--- config.mk ---
export PLATFORM = sky130hd
export DESIGN_NAME = if_id_buffer
export DESIGN_NICKNAME = d
export VERILOG_FILES = /design/src/rtl/if_id_buffer.sv
export SDC_FILE = /design/constraint.sdc
export NUM_CORES = 1
export LEC_CHECK = 0
export CORE_MARGIN = 2
export CORE_UTILIZATION = 47
export CTS_BUF_LIST = sky130_fd_sc_hd__clkbuf_4 sky130_fd_sc_hd__clkbuf_8
export DETAILED_ROUTE_END_ITERATION = 10
export GPL_TIMING_DRIVEN = 0
export PLACE_DENSITY_LB_ADDON = 0.15
export RECOVER_POWER = 100
export SLEW_MARGIN = 5
export SYNTH_ARGS = -nofsm -noshare
export SYNTH_HDL_FRONTEND = slang
export SYNTH_SLANG_ARGS = --single-unit
--- constraint.sdc ---
create_clock -name CLK -period 4.85 [get_ports CLK]
set_clock_uncertainty 0.2 [all_clocks]
set_input_delay 0.7275 -clock CLK [delete_from_list [all_inputs] [get_ports CLK]]
set_output_delay 0.7275 -clock CLK [all_outputs]
set_load 0.005 [all_outputs]
--- src/rtl/if_id_buffer.sv ---
// if_id_buffer: two-entry instruction buffer between fetch (IF) and decode (ID).
// Decouples fetch from decode stalls. Discards wrong-path instructions when a
// redirect arrives. Presents the head instruction together with its decoded
// field slices.
//
// Optional feature macro: IF_ID_BUF_STATS_EN
//   When defined, this builds the stall and flush event counters.
//   When undefined, no counter registers exist and STALL_CNT / FLUSH_CNT read 0.
//
// Handshake semantics (both sides):
//   A transfer happens on a rising edge where valid and ready are both high and
//   FLUSH is low. IF_READY is a function of registered state only, so it never
//   combinationally depends on ID_READY or IF_VALID.
module if_id_buffer #(
   parameter logic [31:0] RESET_PC  = 32'h0000_0000,
   parameter logic [31:0] NOP_INSTR = 32'h0000_0013
) (
   input  logic        CLK,
   input  logic        RESET,
   input  logic        IF_VALID,
   output logic        IF_READY,
   input  logic [31:0] IF_PC,
   input  logic [31:0] IF_INSTR,
   input  logic        FLUSH,
   output logic        ID_VALID,
   input  logic        ID_READY,
   output logic [31:0] ID_PC,
   output logic [31:0] ID_INSTR,
   output logic [24:0] ID_IMM_RAW,
   output logic [6:0]  ID_OPCODE,
   output logic [4:0]  ID_RD,
   output logic [2:0]  ID_FUNCT3,
   output logic [4:0]  ID_RS1,
   output logic [4:0]  ID_RS2,
   output logic [6:0]  ID_FUNCT7,
   output logic [1:0]  OCCUPANCY,
   output logic [31:0] STALL_CNT,
   output logic [31:0] FLUSH_CNT
);

   logic [1:0]  count_q, count_d;
   logic        rd_ptr_q, rd_ptr_d;
   logic        wr_ptr_q, wr_ptr_d;
   logic [31:0] pc_mem_q [2];
   logic [31:0] pc_mem_d [2];
   logic [31:0] instr_mem_q [2];
   logic [31:0] instr_mem_d [2];
   logic        push;
   logic        pop;

   assign IF_READY  = (count_q != 2'd2);
   assign ID_VALID  = (count_q != 2'd0);
   assign OCCUPANCY = count_q;

   // Next-state: a flush clears everything, otherwise apply the push and/or the pop
   always_comb begin
      count_d     = count_q;
      rd_ptr_d    = rd_ptr_q;
      wr_ptr_d    = wr_ptr_q;
      pc_mem_d    = pc_mem_q;
      instr_mem_d = instr_mem_q;
      push        = IF_VALID & IF_READY & ~FLUSH;
      pop         = ID_VALID & ID_READY & ~FLUSH;
      if (FLUSH) begin
         count_d  = 2'd0;
         rd_ptr_d = 1'b0;
         wr_ptr_d = 1'b0;
      end else begin
         if (push) begin
            pc_mem_d[wr_ptr_q]    = IF_PC;
            instr_mem_d[wr_ptr_q] = IF_INSTR;
            wr_ptr_d              = ~wr_ptr_q;
         end
         if (pop) begin
            rd_ptr_d = ~rd_ptr_q;
         end
         case ({push, pop})
            2'b10:   count_d = count_q + 2'd1;
            2'b01:   count_d = count_q - 2'd1;
            default: count_d = count_q;
         endcase
      end
   end

   // Buffer state registers. Reset empties the buffer without needing a clock.
   always_ff @(posedge CLK or posedge RESET) begin
      if (RESET) begin
         count_q  <= 2'd0;
         rd_ptr_q <= 1'b0;
         wr_ptr_q <= 1'b0;
         for (int i = 0; i < 2; i++) begin
            pc_mem_q[i]    <= 32'h0;
            instr_mem_q[i] <= 32'h0;
         end
      end else begin
         count_q     <= count_d;
         rd_ptr_q    <= rd_ptr_d;
         wr_ptr_q    <= wr_ptr_d;
         pc_mem_q    <= pc_mem_d;
         instr_mem_q <= instr_mem_d;
      end
   end

   // Head presentation. An empty buffer shows a NOP at the reset PC, so decode
   // sees a harmless instruction whenever ID_VALID is low.
   always_comb begin
      ID_PC    = RESET_PC;
      ID_INSTR = NOP_INSTR;
      if (ID_VALID) begin
         ID_PC    = pc_mem_q[rd_ptr_q];
         ID_INSTR = instr_mem_q[rd_ptr_q];
      end
   end

   assign ID_IMM_RAW = ID_INSTR[31:7];
   assign ID_OPCODE  = ID_INSTR[6:0];
   assign ID_RD      = ID_INSTR[11:7];
   assign ID_FUNCT3  = ID_INSTR[14:12];
   assign ID_RS1     = ID_INSTR[19:15];
   assign ID_RS2     = ID_INSTR[24:20];
   assign ID_FUNCT7  = ID_INSTR[31:25];

`ifdef IF_ID_BUF_STATS_EN
   logic [31:0] stall_cnt_q, stall_cnt_d;
   logic [31:0] flush_cnt_q, flush_cnt_d;

   // Event counters. Both wrap naturally at 32 bits.
   always_comb begin
      stall_cnt_d = stall_cnt_q;
      flush_cnt_d = flush_cnt_q;
      if (IF_VALID && !IF_READY) begin
         stall_cnt_d = stall_cnt_q + 32'd1;
      end
      if (FLUSH) begin
         flush_cnt_d = flush_cnt_q + 32'd1;
      end
   end

   // Counter registers
   always_ff @(posedge CLK or posedge RESET) begin
      if (RESET) begin
         stall_cnt_q <= 32'h0;
         flush_cnt_q <= 32'h0;
      end else begin
         stall_cnt_q <= stall_cnt_d;
         flush_cnt_q <= flush_cnt_d;
      end
   end

   assign STALL_CNT = stall_cnt_q;
   assign FLUSH_CNT = flush_cnt_q;
`else
   assign STALL_CNT = 32'h0;
   assign FLUSH_CNT = 32'h0;
`endif

endmodule

==> results.yml <==
hold_path:
  hold_depth: 1
  holdPathEnd: "instr_mem_q[44]"
  hold_class: "reg2reg"
  hold_start: "instr_mem_q[44]"
yosys:
  ys_top_cells_by_count: "132 x dfrtp_1, 127 x buf_4, 68 x mux2_2"
  yosys.area.top_type: "dfrtp_1"
  yosys-top-cells-area: "dfrtp_1 47%, buf_4 13%, mux2_4 13%"
  syn-cell-area_mm2: 0.00709
  avgSynthCellArea_um2: 12.7
  yosysWarnings: 0
  async_flop_share: 1.00
  synth_cells: 559
  synth.most_common_cell: "dfrtp_1"
  synthFlopType: "dfrtp_1"
  synth_edf_count: 0
  synth_top_area_frac: 0.466
  synth.distinct_cells: 24
  synth-seq-area-share: 0.466
  synth_seq_cells: 132
timing:
  period_share: 0.856
  whs_ns: 0.287
  slew_violations: 72
  slew_headroom: -0.815
  finalHoldViolations: 0
  fin_crit_ns: 4.15
  worst-slew-pin-transition_ns: 2.71
  rsz0062_at_grt: "no"
  fmax_ghz: 0.241
  setup_violations: 0
run_status:
  outcome: "finished with violations"
  violations: "max-capacitance violations, max-slew violations"
cells_and_area:
  area_growth_pct: 36.7
  nets: 904
  final_cell_area_mm2: 0.00969
  drive_gt1_frac: 0.283
  fill_cells: 1176
worst_setup_path:
  r2r-end: "instr_mem_q[57]"
  cp-end-kind: "flop"
  r2r-start: "OCCUPANCY[1]"
  crit_type: "in2reg"
  reg2reg_depth: 4
  arrival_ns: 4.27
  cp-start-kind: "input port"
  crit_required_ns: 4.96
  rrSetupSlack_ns: 1.17
  cp_max_fo: 10
cts:
  cts-htree-levels: 4
  cts_tree: "built"
  clkLatencyLatePin_ns: 0.44
  hold_buffers: 0
  cts_buffer_depth: 2
  postCtsSetupRepairBufs: 0
  clkSinkCount: 132
  root_buffer: "clkbuf_8"
  cts_buffers: 17
  path_clk_slew_ns: 0.07
  post_cts_resized: 0
detailed_routing:
  first_pass_iters: 4
  drc: 0
  wire_per_inst_um: 14.8
  drt-initial-drc-count: 182
  wl_mm: 15.2
  postRouteAntennaNets: 0
  dr_total_vias: 4759
  viasPerCell: 4.61
global_route:
  grt.overflow.total: 0
  antenna_found_initial: 1
  gr-usage-all-layers: 0.194
  grt_pass1_wl_mm: 24.8
  first_global_vias: 4956
  grt_max_degree: 73
pwr:
  ir_drop_mv: 0.230
  total_leakage_power_nw: 4.59
  powerDensity_mw_per_mm2: 353
place:
  post-dp-hpwl_mm: 11.2
  port_buffers: 193
  postPlaceCellArea_mm2: 0.00952
  place_congestion: 0.750
floorplan:
  dieWidth_um: 127
  start_util: 0.484
  fp.dieH_um: 127
  placementRows: 44
  dieArea_mm2: 0.0161
  core_area_mm2: 0.0146
  ioPinCount: 258
flow_run:
  max-cap-violations: 2
## worst max-delay path by stage
| stage | startpoint | end | slack, ns | cells after the start |
|---|---|---|---|---|
| after floorplan | RESET | OCCUPANCY[0] | 0.40 | 1 |
| final | IF_VALID | instr_mem_q[57] | 0.70 | 5 |
| after detailed placement | OCCUPANCY[0] | ID_IMM_RAW[24] | 1.38 | 5 |
| after global placement | RESET | instr_mem_q[39] | -1.25 | 2 |
| after CTS | OCCUPANCY[0] | ID_IMM_RAW[24] | 0.87 | 5 |
| after global routing | IF_VALID | instr_mem_q[52] | 0.42 | 5 |
## per-layer routing
layer | track usage | up-vias | routed length (um)
met2 | 0.329 | 165 | 7580
met3 | 0.0544 | 21 | 1000
met4 | 0.0685 | 0 | 239
met1 | 0.238 | 2317 | 6430
met5 | 0 | - | 0
li1 | - | 2256 | -
## sequential cells by signal (all words and copies together) (netlist names)
| signal | count |
|---|---|
| rd_ptr_q | 1 |
| pc_mem_q | 64 |
| instr_mem_q | 64 |
| OCCUPANCY | 2 |
| wr_ptr_q | 1 |
## kinds of logic (layout without fill, tap and decap cells)
kind of cell,count (synthesis),count (layout),share of synthesized area
mux,193,193,0.327
buf+inv,151,376,0.155
flops,132,132,0.466
simple gates,73,73,0.0445
compound gates,8,8,0.00635
other cells,1,65,0.000529
xor+xnor,1,1,0.00124
## cell type report
cell class	count	area [um2]	share of cell area
tap	184	230	0.0238
clock buffer	22	284	0.0293
antenna	1	2.50	0.000258
buffer	147	1060	0.109
multi-input combinational	339	2710	0.280
sequential	132	3300	0.341
inverter	4	16.3	0.00168
clock inverter	9	129	0.0133
timing repair buffer	194	1960	0.202
## placed cells by master, fill, tap and decap left out, types with 2 or more instances in the layout
master,n
a21oi_1,4
buf_2,4
buf_4,105
buf_6,6
bufinv_16,3
clkbuf_1,16
clkbuf_4,19
clkbuf_8,19
clkdlybuf4s50_1,81
clkinv_2,3
clkinvlp_4,2
conb_1,64
dfrtp_1,132
dlygate4sd3_1,112
inv_1,3
mux2_1,55
mux2_2,67
mux2_4,6
mux2i_1,65
nand2_1,3
nor2_1,63
o21ai_0,2
## critical path: stages
cell           delay (ns)
dlygate4sd3_1        0.65
inv_1                0.12
nor4_1               2.06
buf_6                0.33
mux2_1               0.35
## power by group
group	total, mW	switching (mW)	internal (mW)
combinational	0.953	0.347	0.606
clock	0.965	0.417	0.548
sequential	1.51	0.137	1.37
total	3.42	0.901	2.52
## stage by stage
stage                     TNS [ns]  total power [mW]   util  instances  worst slack (ns)
after floorplan                  0              2.17      -        622             0.396
after global placement     -164.14              2.57  0.648        999             -1.25
after detailed placement         0              2.62  0.650       1000              1.38
after CTS                        0              3.60  0.678       1031             0.874
after global routing             0              3.62  0.662       1032             0.425
final                            0              3.42  0.662       1032             0.698
No activity file was read; power rests on OpenSTA's default activity.
==> variant: new RTL, same flow settings <==
Build with the macro `IF_ID_BUF_STATS_EN` defined.
--- a/src/rtl/if_id_buffer.sv
+++ b/src/rtl/if_id_buffer.sv
@@ -11,6 +11,8 @@
 //   A transfer happens on a rising edge where valid and ready are both high and
 //   FLUSH is low. IF_READY is a function of registered state only, so it never
 //   combinationally depends on ID_READY or IF_VALID.
+`define IF_ID_BUF_STATS_EN
+
 module if_id_buffer #(
    parameter logic [31:0] RESET_PC  = 32'h0000_0000,
    parameter logic [31:0] NOP_INSTR = 32'h0000_0013
Function: changed (Yosys sat finds a counterexample within 4 cycles, from zero or initial values and one cycle with RESET high).
==> variant against the original RTL <==
- the flow still finishes with violations (capacitance limit, slew limit)
- cell area grew 29%
- area after synthesis grew 28%
- sequential cell count grew 64
- register-to-register slack gained 480 ps
- non-clock buffer count grew 7
- cell count grew 25%
- wire length grew 31%
- count of clock-buffer cells in the layout shrank 5
- total power grew 28%
- via count grew 33%
- setup slack gained 37 ps
- sequential share of layout area grew 5.2 points
- synthesized cell count grew 31%
- highest routed layer unchanged
==> variant: results (changes against the original RTL) <==
** Run status
- The run finished, with violations left.
- Violated checks :: capacitance limit, slew limit

** Place
- Number of port buffers :: 257 (+33%)
- Routability cong. :: 0.8415 (+12%)
- HPWL after detailed placement :: 15.04 mm (+34%)

** Yosys
- By area the synthesized netlist is led by sky130_fd_sc_hd__dfrtp_1, sky130_fd_sc_hd__mux2_2, sky130_fd_sc_hd__mux2i_1, sky130_fd_sc_hd__buf_4, sky130_fd_sc_hd__xnor2_1.
- Fraction of the mapped netlist area in adder cells :: 0.2748% (+0.27 points)
- Mux contribution to synthesized area :: 23.22% (-9.5 points)
- Synth Area in Compound Gates :: 0.2061% (-0.43 points)
- Portion of the post-synthesis area used by sequential elements :: 53.85% (+7.3 points)
- Cell variety after synth :: 36 (+50%)
- Synth Area in XOR/XNOR :: 6.155% (+6.0 points)

** Worst setup path
- Worst path arrival time :: 3190 ps (-1080 ps)

** CTS
- The total number of H-tree levels came to 4 (unchanged).
- The insertion delay to the later sink of the worst-skew pair came to 470 ps (+30 ps).
- The total setup buffers inserted after CTS was 0 (unchanged).
- Clk pin slew, worst setup/hold paths :: 100 ps (+30 ps)

** Power
- The total sequential power is 2170 µW (+44%).
- Sw Pwr :: 1251 µW (+39%)
- The power of the clock network is 1090 µW (+13%).
- P_leak :: 0.005696 µW (+24%)

** Drt
- Detail Route met3 WL :: 1.170 mm (+17%)
- DR WL/cell :: 15.50 µm (+4.9%)
- The met2 layer wire length in the routed design came to 9.526 mm (+26%).
- Number of detailed-route iterations in the first pass :: 5 (+1)
- The number of DRC markers after the initial detailed-route iteration came to 256 (+41%).
- Drt via density :: 4.916 (+6.6%)
- DRT met1 WL :: 8.799 mm (+37%)

** GRT
- The global-route usage over all layers was 20.09% (+0.68 points).
- Number of antenna violations at the first check in global routing :: 1 (unchanged)
- M3 GR Usage :: 4.527% (-0.91 points)
- Fraction of met1 tracks used by global routing :: 26.61% (+2.8 points)
- The global-route wire length before repair is 32.50 mm (+31%).
- The via count of the first global-routing pass came to 6305 (+27%).
- The global-route track usage on met2 is 32.51% (-0.41 points).
- Maximum number of pins on one net before global-route repair :: 38 (-48%)

** Flow run
- Number of maximum-capacitance constraint violations :: 2 (unchanged)

** Cells and area
- The filler cell count in the final layout was 1522 (+29%).
- Final layout net count :: 1083 (+20%)
- The share of layout cells above drive strength 1 came to 22.34% (-6.0 points).

** Timing
- The worst-case headroom to the max-slew limit was -41.81% (+40 points).
- Final slew viol count :: 47 (-35%)
## variant: worst paths after layout
check | start | slack, ps | endpoint | cells after the start
max reg2reg | OCCUPANCY[0] | 1650 | instr_mem_q[47] | 5
min | FLUSH_CNT[31] | 270 | FLUSH_CNT[31] | 1
max | rd_ptr_q | 730 | ID_INSTR[30] | 6
max in group asynchronous | RESET | 1110 | pc_mem_q[63] | 6
min reg2reg | FLUSH_CNT[31] | 270 | FLUSH_CNT[31] | 1
min in group asynchronous | RESET | 650 | pc_mem_q[49] | 2
## variant: kinds of logic after synthesis
group | count (synthesis)
AO/OA/AOI/OAI | 3
XOR/XNOR | 64
adder cells (fa/ha/maj) | 2
buffers and inverters | 88
flip-flops | 196
multiplexers | 195
AND/OR/NAND/NOR | 182
## variant: critical path, stage by stage (launching register included)
cell and delay [ps]:
sky130_fd_sc_hd__dfrtp_1 360, sky130_fd_sc_hd__clkbuf_1 590, sky130_fd_sc_hd__clkbuf_1 660, sky130_fd_sc_hd__mux2i_1 160
sky130_fd_sc_hd__nor2_1 240, sky130_fd_sc_hd__buf_4 150, sky130_fd_sc_hd__dlygate4sd3_1 560
## variant: layout make-up
type / instances / area share [%]
flip-flops and latches: 196 / 39.33
clock buffers: 17 / 1.876
clock inverters: 15 / 1.505
repair buffers: 263 / 21.58
well taps: 260 / 2.609
plain buffers: 85 / 4.284
inverters: 3 / 0.1003
diodes: 1 / 0.02007
multi-input cells: 446 / 28.69
## variant: per-stage QoR
step / setup slack (ps) / total power [µW] / instances
finish: 734.4 / 4389 / 1286
global route: 542.1 / 4658 / 1286
CTS: 822.4 / 4529 / 1285
detailed placement: 1371 / 3431 / 1253
global placement: -199.4 / 3381 / 1247
floorplan: 1390 / 2844 / 730
